## src/rtl/alarm_trigger.sv

```systemverilog
// Alarm sequencer: rings on a time match, handles snooze/stop/timeout and
// drives buzzer, blink pattern, state and snooze count from registers.
//
// state    | meaning
// ---------+--------------------------------------------------------------
// IDLE     | armed, waiting for tick_1s with a matching time
// RINGING  | buzzer on, led blinks each second, ring timer running
// SNOOZE   | buzzer off, snooze timer running until the next ring
// DONE     | event finished, waits for stop release and the minute to pass
module alarm_trigger #(
    parameter int RING_SECS  = 60,
    parameter int SNOOZE_MIN = 5,
    parameter int MAX_SNOOZE = 3
) (
    input  logic       clk,
    input  logic       rst,
    input  logic       tick_1s,
    input  logic [5:0] hour,
    input  logic [5:0] minute,
    input  logic [5:0] second,
    input  logic [5:0] alarm_hour,
    input  logic [5:0] alarm_minute,
    input  logic       alarm_en,
    input  logic       stop,
    input  logic       snooze,
    output logic       ring,
    output logic [9:0] led,
    output logic [1:0] state,
    output logic [2:0] snooze_cnt
);

    typedef enum logic [1:0] {
        S_IDLE    = 2'd0,
        S_RINGING = 2'd1,
        S_SNOOZE  = 2'd2,
        S_DONE    = 2'd3
    } state_t;

    localparam logic [6:0] RING_TC   = 7'(RING_SECS);
    localparam logic [9:0] SNOOZE_TC = 10'(SNOOZE_MIN * 60);
    localparam logic [2:0] MAX_SC    = 3'(MAX_SNOOZE);
    localparam logic [9:0] LED_ENTRY = 10'b0101010101;

    state_t     state_q, state_d;
    logic [6:0] sec_q, sec_d;
    logic [9:0] snz_q, snz_d;
    logic [9:0] led_q, led_d;
    logic [2:0] sc_q, sc_d;
    logic       ring_q, ring_d;

    logic       match;
    logic       snooze_left;
    logic [6:0] sec_inc;
    logic [9:0] snz_inc;

    assign match       = alarm_en && (hour == alarm_hour) && (minute == alarm_minute)
                         && (second == 6'd0);
    assign snooze_left = (sc_q < MAX_SC);
    assign sec_inc     = sec_q + 7'd1;
    assign snz_inc     = snz_q + 10'd1;

    always_comb begin
        state_d = state_q;
        sec_d   = sec_q;
        snz_d   = snz_q;
        led_d   = led_q;
        sc_d    = sc_q;

        if (!alarm_en) begin
            state_d = S_IDLE;
            sec_d   = '0;
            snz_d   = '0;
            sc_d    = '0;
        end else begin
            case (state_q)
                S_IDLE: begin
                    if (tick_1s && match) begin
                        state_d = S_RINGING;
                        sec_d   = '0;
                        led_d   = LED_ENTRY;
                    end
                end
                S_RINGING: begin
                    if (stop) begin
                        state_d = S_DONE;
                    end else if (snooze && snooze_left) begin
                        state_d = S_SNOOZE;
                        sc_d    = sc_q + 3'd1;
                        snz_d   = '0;
                    end else if (tick_1s) begin
                        led_d = ~led_q;
                        sec_d = sec_inc;
                        // Ring timeout snoozes while snoozes remain, else ends the event
                        if (sec_inc == RING_TC) begin
                            if (snooze_left) begin
                                state_d = S_SNOOZE;
                                sc_d    = sc_q + 3'd1;
                                snz_d   = '0;
                            end else begin
                                state_d = S_DONE;
                            end
                        end
                    end
                end
                S_SNOOZE: begin
                    if (stop) begin
                        state_d = S_DONE;
                    end else if (tick_1s) begin
                        snz_d = snz_inc;
                        if (snz_inc == SNOOZE_TC) begin
                            state_d = S_RINGING;
                            sec_d   = '0;
                            snz_d   = '0;
                            led_d   = LED_ENTRY;
                        end
                    end
                end
                S_DONE: begin
                    if (!stop && ({hour, minute} != {alarm_hour, alarm_minute})) begin
                        state_d = S_IDLE;
                        sec_d   = '0;
                        snz_d   = '0;
                        sc_d    = '0;
                    end
                end
                default: state_d = S_IDLE;
            endcase
        end

        ring_d = (state_d == S_RINGING);
        if (state_d != S_RINGING) begin
            led_d = '0;
        end
    end

    always_ff @(posedge clk or posedge rst) begin
        if (rst) begin
            state_q <= S_IDLE;
            sec_q   <= '0;
            snz_q   <= '0;
            led_q   <= '0;
            sc_q    <= '0;
            ring_q  <= 1'b0;
        end else begin
            state_q <= state_d;
            sec_q   <= sec_d;
            snz_q   <= snz_d;
            led_q   <= led_d;
            sc_q    <= sc_d;
            ring_q  <= ring_d;
        end
    end

    assign ring       = ring_q;
    assign led        = led_q;
    assign state      = state_q;
    assign snooze_cnt = sc_q;

endmodule
```

## config.mk

```make
export PLATFORM = sky130hd
export DESIGN_NAME = alarm_trigger
export DESIGN_NICKNAME = d
export VERILOG_FILES = /design/src/rtl/alarm_trigger.sv
export SDC_FILE = /design/constraint.sdc
export NUM_CORES = 1
export LEC_CHECK = 0
export ABC_CLOCK_PERIOD_IN_PS = 2300
export CAP_MARGIN = 20
export CORE_ASPECT_RATIO = 2
export CORE_UTILIZATION = 47
export DETAILED_ROUTE_END_ITERATION = 8
export GPL_TIMING_DRIVEN = 1
export MAX_ROUTING_LAYER = met4
export PLACE_DENSITY_LB_ADDON = 0.3
export SLEW_MARGIN = 0
export SYNTH_ARGS = -nofsm -noshare
export SYNTH_HDL_FRONTEND = slang
export SYNTH_SLANG_ARGS = --single-unit
```

## constraint.sdc

```tcl
create_clock -name clk -period 2.3 [get_ports clk]
set_input_delay 0.23 -clock clk [delete_from_list [all_inputs] [get_ports clk]]
set_output_delay 0.23 -clock clk [all_outputs]
set_load 0.02 [all_outputs]
```

==> metrics.md <==
| Metric | Value |
|---|---|
| Status | finished clean |
| Initial antenna violation count | 0 |
| CTS tree | yes |
| Pwr/cell area | between 300 and 400 nW/um^2 |
| Pin count of the biggest net entering global routing | 34 |
| Filler cell count | between 300 and 400 |
| Max cap viols | 0 |
| Root buf cell | clkbuf_8 |
| Finished Cell Area | 3530 sq um |
| Tot GR Track Use | 28.0% |
| CTS Sinks | 33 |
| Cell chain of the critical path | nand2_1 -> or4_4 -> o2111ai_2 -> a21boi_4 -> buf_12 -> and3_4 -> a2111oi_4 |
| Register area share after synthesis | approximately 33% |
| Layout area overhead | 42.1% |
| GRT Max-Usage Layer | met2 |
| Final wirelength | approximately 7000 um |
| Routability Congestion | between 0.8 and 0.9 |
| Min Hold Slack | ~330 ps |
| Worst-Skew Late Latency | 290 ps |
| H-tree depth | 2 |
| Placed inst area | 3310 sq um |
| Max-slew violations | 0 |
| Syn Area/Cell | between 9 and 10 sq um |
| Fin cells | about 400 |
| Grt ovf | 0 |
| Post-CTS Setup Bufs | 0 |
| Design Power | 1.40 mW |
| Final Cycle Share | between 90% and 100% |
| Post-DP HPWL | 5330 um |
| First-pass GRT wire length | about 11000 um |
| Synth Area in XOR/XNOR | 4.58% |
| #FFs+latches synth | 33 |
| Chip width | ~53 um |
| Syn Nets | 307 |
| Synth Area in Simple Gates | approximately a quarter |
| LEAKAGE | ~1.4 nW |
| Cell Area, Synth | 2480 sq um |
| CTS Buf Count | 5 |
| Layout cells sized above 1 | 26.4% |
| Met1 GRT Util | 25.6% |
| Required @ worst endpoint | ~2500 ps |
| CP max FO | 18 |
| Most frequent cells in the layout | 51 x clkdlybuf4s50_1, 33 x buf_4, 30 x dfrtp_1 |
| Clock tree buffer depth | 2 |
| Register area | slightly above 800 sq um |
| ANT nets after route | 0 |
| Post-Place Cells | just under 400 |
| Core area | just over 5000 sq um |
| Yosys warning count | 0 |
| Number of global-route vias before repair | 2521 |
| Synth Area in Compound Gates | ~28% |
| Synth async-reset ratio | between 90% and 100% |
| Prevailing post-synth register cell | dfrtp_1 |
| CP Capture Type | flip-flop |
| Worst min-delay path category | in2async |
| Arr. time, crit path | 2420 ps |
| Starting DRC count in detailed routing | slightly below 50 |
| Crit-path max cell delay | about 530 ps |
| Num rows | 37 |
| Critical path origin | snz_q[7]$_DFFE_PP0P_ |
| Antenna cell count | 0 |
| Maximum vdd drop | between 0.0004 and 0.0005 V |
| Commonest non-fill, non-tap cell in the layout | clkdlybuf4s50_1 |
| Met3 usage | approximately 4.2% |
| Mux cell area share after synthesis | 0.856% |
| Final Skew | 6.36 ps |
| Detailed-route via count | between 2000 and 2500 |
| DRC Markers | 0 |
| Multi-input combinational cell area | 1620 sq um |
| Die Footprint | roughly 5600 sq um |
| Post-synth EDFFs | 0 |
| Startpoint type of the worst setup path | flip-flop |
| Final hold violation count | 0 |
| Critical path's slowest cell | or4_4 |
| CTS clk-pin slew, worst paths | about 80 ps |
| Die Y | about 100 um |
| Boundary Pins | between 50 and 60 |
| Cells after synthesis | 264 |
| Effective utilization at floorplan | between 40% and 50% |
| Crit path kind | reg2reg |
| Drt pass-1 iters | 4 |
| Adder-cell share of the synthesized area | 3.52% |
| Port bufs | slightly above 50 |
| Grt met2 use | between 50% and 60% |
| Post-layout net count | ~390 |
| Setup violations, final | 0 |
| Worst slew pin tran | 420 ps |
| Critical R2R Launch | snz_q[7]$_DFFE_PP0P_ |
| Post-layout min period | 2230 ps |
| Via/cell ratio | between 6 and 7 |
| Post-synth cell types | 64 |
| Fmax | around 0.45 GHz |
| Main combinational cell family by area after synthesis | compound AO/OA/AOI/OAI gates |
| Wire per inst | ~17 um |
| Slew headroom | a little under three quarters |
==> registers in the layout (all words and copies together) (netlist names) <==
| name | flops |
|---|---|
| snooze_cnt | 3 |
| state | 2 |
| sec_q | 7 |
| led | 10 |
| snz_q | 10 |
| ring | 1 |
==> per-stage QoR <==
| step | utilization (%) | setup slack (ps) | TNS, ps |
|---|---|---|---|
| 4_1_cts | 67.8 | 13.9 | 0 |
| 2_1_floorplan | - | 26.9 | 0 |
| 3_3_place_gp | 65.1 | -162 | -1430 |
| 5_1_grt | 69.4 | -10.1 | -15.5 |
| 3_5_place_dp | 65.1 | -204 | -2410 |
| 6_report | 69.4 | 66.9 | 0 |
==> what timing repair did <==
item / CTS / global route
resized for setup: 1 / 16
hold buffers: 0 / 0
setup endpoints to repair: 2 / 11
pin swaps: 0 / 2
==> logic make-up after synthesis <==
logic type	count (synthesis)
buffers and inverters	24
adder cells (fa/ha/maj)	7
multiplexers	2
flip-flops	33
AND/OR/NAND/NOR	102
AO/OA/AOI/OAI	83
XOR/XNOR	13
==> power breakdown <==
group          internal, mW  leakage (nW)  switching (mW)
combinational        0.0823         0.875          0.0643
sequential            0.581         0.456         0.00229
clock                 0.431        0.0681           0.234
total                  1.09          1.40           0.301
==> worst paths after layout <==
path	to	slack (ps)	cells past startpoint
min	snz_q[0]$_DFFE_PP0P_	330	3
max reg2reg	led[0]$_DFFE_PP0P_	70	7
max	led[0]$_DFFE_PP0P_	70	7
min in group clk	led[8]$_DFFE_PP0P_	500	1
max in group asynchronous	state[0]$_DFF_PP0_	1640	3
min reg2reg	led[8]$_DFFE_PP0P_	500	1
==> area by class of cell <==
type	instances	share of cell area, %
Tap cell	58	2.05
Inverter	9	0.956
Timing Repair Buffer	88	23.7
Sequential cell	33	23.5
Clock inverter	3	1.84
Clock buffer	5	1.95
Multi-Input combinational cell	207	46.0
==> synth_stat cells (5+ instances only) <==
| master | number | area (sq um) |
|---|---|---|
| nor3_1 | 5 | 25.0 |
| clkbuf_1 | 6 | 22.5 |
| nand3_1 | 13 | 65.1 |
| nand2_1 | 26 | 97.6 |
| o21ai_0 | 15 | 75.1 |
| a21oi_1 | 17 | 85.1 |
| a211oi_2 | 5 | 62.6 |
| xor2_1 | 13 | 114 |
| nand4b_1 | 10 | 87.6 |
| inv_1 | 8 | 30.0 |
| ha_1 | 7 | 87.6 |
| dfrtp_1 | 33 | 826 |
| buf_2 | 5 | 25.0 |
| a2111oi_2 | 5 | 75.1 |
| nor2_1 | 12 | 45.0 |
==> critical path: cells and delay by family (launching register included) <==
| kind | cells | cell delay (ps) |
|---|---|---|
| AOI/OAI and AO/OA | 3 | 570 |
| buffers and inverters | 1 | 160 |
| DFF | 1 | 490 |
| and+or+nand+nor | 3 | 900 |
==> layer usage <==
metal,routed length [um],part of all wire [%]
met5,0,0
met4,205,2.9
met3,209,3.0
met2,4170,59
met1,2430,35
(Power assumes the default switching activity.)
==> patch (same settings) <==
Remove the register `ring_q`: a continuous assignment takes its place, so the output `ring` follows one clock earlier.
--- a/src/rtl/alarm_trigger.sv
+++ b/src/rtl/alarm_trigger.sv
@@ -141,5 +141,4 @@
             led_q   <= '0;
             sc_q    <= '0;
-            ring_q  <= 1'b0;
         end else begin
             state_q <= state_d;
@@ -148,7 +147,8 @@
             led_q   <= led_d;
             sc_q    <= sc_d;
-            ring_q  <= ring_d;
         end
     end
+
+    assign ring_q = ring_d;
 
     assign ring       = ring_q;
Behaviour: not the same (a bounded check fails within 4 cycles, from zero or initial values and one cycle with rst high).
==> patch against the original RTL <==
- the run now ends with negative setup slack left
- total power fell by 12%
- final area fell by 5.7%
- clock power fell by 20%
- area after synthesis decreased by 15%
- routed wire length fell by 6.9%
- worst hold slack got worse by 27 ps
- setup slack worse by 380 ps
- sequential cell count fell by 1
==> patch: results (changes against the original RTL) <==
final setup margin=-310 ps (-377 ps); final wirelength=6.53 mm (-6.9%); Worst path slowest cell=or4b_4; DP Cell Count=391 (-1.0%); routed length per instance=16.2 um (-7.1%); VDD IR max=482 uV (+12%); Compound-Gate Fraction of Synth Area=18.4% (-10 points); Netlist cell types=47 (-27%); met1 usage in global routing=28.5% (+2.9 points); Setup-failing EPs final=17 (+17); CP peak stage delay=550 ps (+20 ps); Leak=0.00156 uW (+12%); Total GRT Usage=28.5% (+0.51 points); post-synthesis adder-cell area fraction=4.16% (+0.64 points); failing checks=negative setup slack; M1 WL=2.41 mm (-1.1%); Cells after Synth=241 (-8.7%); Area contributors post-synth=dfrtp_1 38%, o21ai_0 5.0%, xor2_1 5.0%; Worst Clk Skew=7.85 ps (+1.49 ps); Syn Nets=284 (-7.5%); grt met3 use=4.09% (-0.13 points); sequential area share after synthesis=38.1% (+4.8 points); vias in the first global route=2318 (-8.1%); layout cell share with drive strength beyond 1=25.1% (-1.2 points); largest net degree at the start of global routing=19 (-44%); metal3 WL=330 um (+58%); DP Wirelength=4.67 mm (-12%); placement-stage worst setup slack=-426 ps (-223 ps); status=finished with violations
-- patch: cell types whose count changed in the layout (fill, tap and decap cells not counted), sizes merged, moves of 8 or more --
cell    delta
a21oi      -8
buf       +24
mux2i      +9
nand4b     -9
-- patch: per-stage QoR --
step | hold WS (ps) | setup TNS [ps] | utilization (%)
final | 303 | -2690 | 76.8
after CTS | 324 | -1990 | 74.7
after floorplan | 346 | -83.8 | -
after global routing | 364 | -3560 | 76.8
after global placement | 540 | -1710 | 70.8
after detailed placement | 556 | -2140 | 70.8
-- patch: power breakdown --
part	leakage, uW	internal [uW]	total, uW	switching, uW
Combinational	0.00106	78.7	132	53.0
Sequential	0.000446	563	563	0.00956
Clock	0.0000552	321	529	207
-- patch: area by class of cell --
class                   count  area share, %
repair buffers            111           29.8
well taps                  54           2.03
clock inverters             2           1.05
multi-input cells         191           39.9
inverters                   8          0.902
clock buffers               6           2.18
flip-flops and latches     32           24.1
-- patch: logic make-up after synthesis --
group	Yosys count
AOI/OAI and AO/OA	61
and+or+nand+nor	101
xor gates and xnor gates	12
muxes	10
adders and majority gates	7
buffers and inverters	18
DFF	32
-- patch: path summary, 6_finish.rpt --
check / start / to / slack, ps / depth (start not counted)
worst max-delay path: snz_q[7] / ring / -310 / 7
worst min-delay path: rst / led[1] / 300 / 2
worst max register to register: snz_q[7] / sec_q[6] / -290 / 6
worst min register to register: snz_q[4] / snz_q[4] / 570 / 2
max in group asynchronous: rst / snz_q[0] / 1490 / 3
min in group clk: snz_q[4] / snz_q[4] / 570 / 2
-- patch: what timing repair did --
| action | in CTS | in global routing |
|---|---|---|
| buffers inserted | 2 | 4 |
| pin swaps | 1 | 7 |
| gates resized for setup | 15 | 15 |
| endpoints found under the hold margin | 0 | 0 |
| setup endpoints to repair | 17 | 18 |
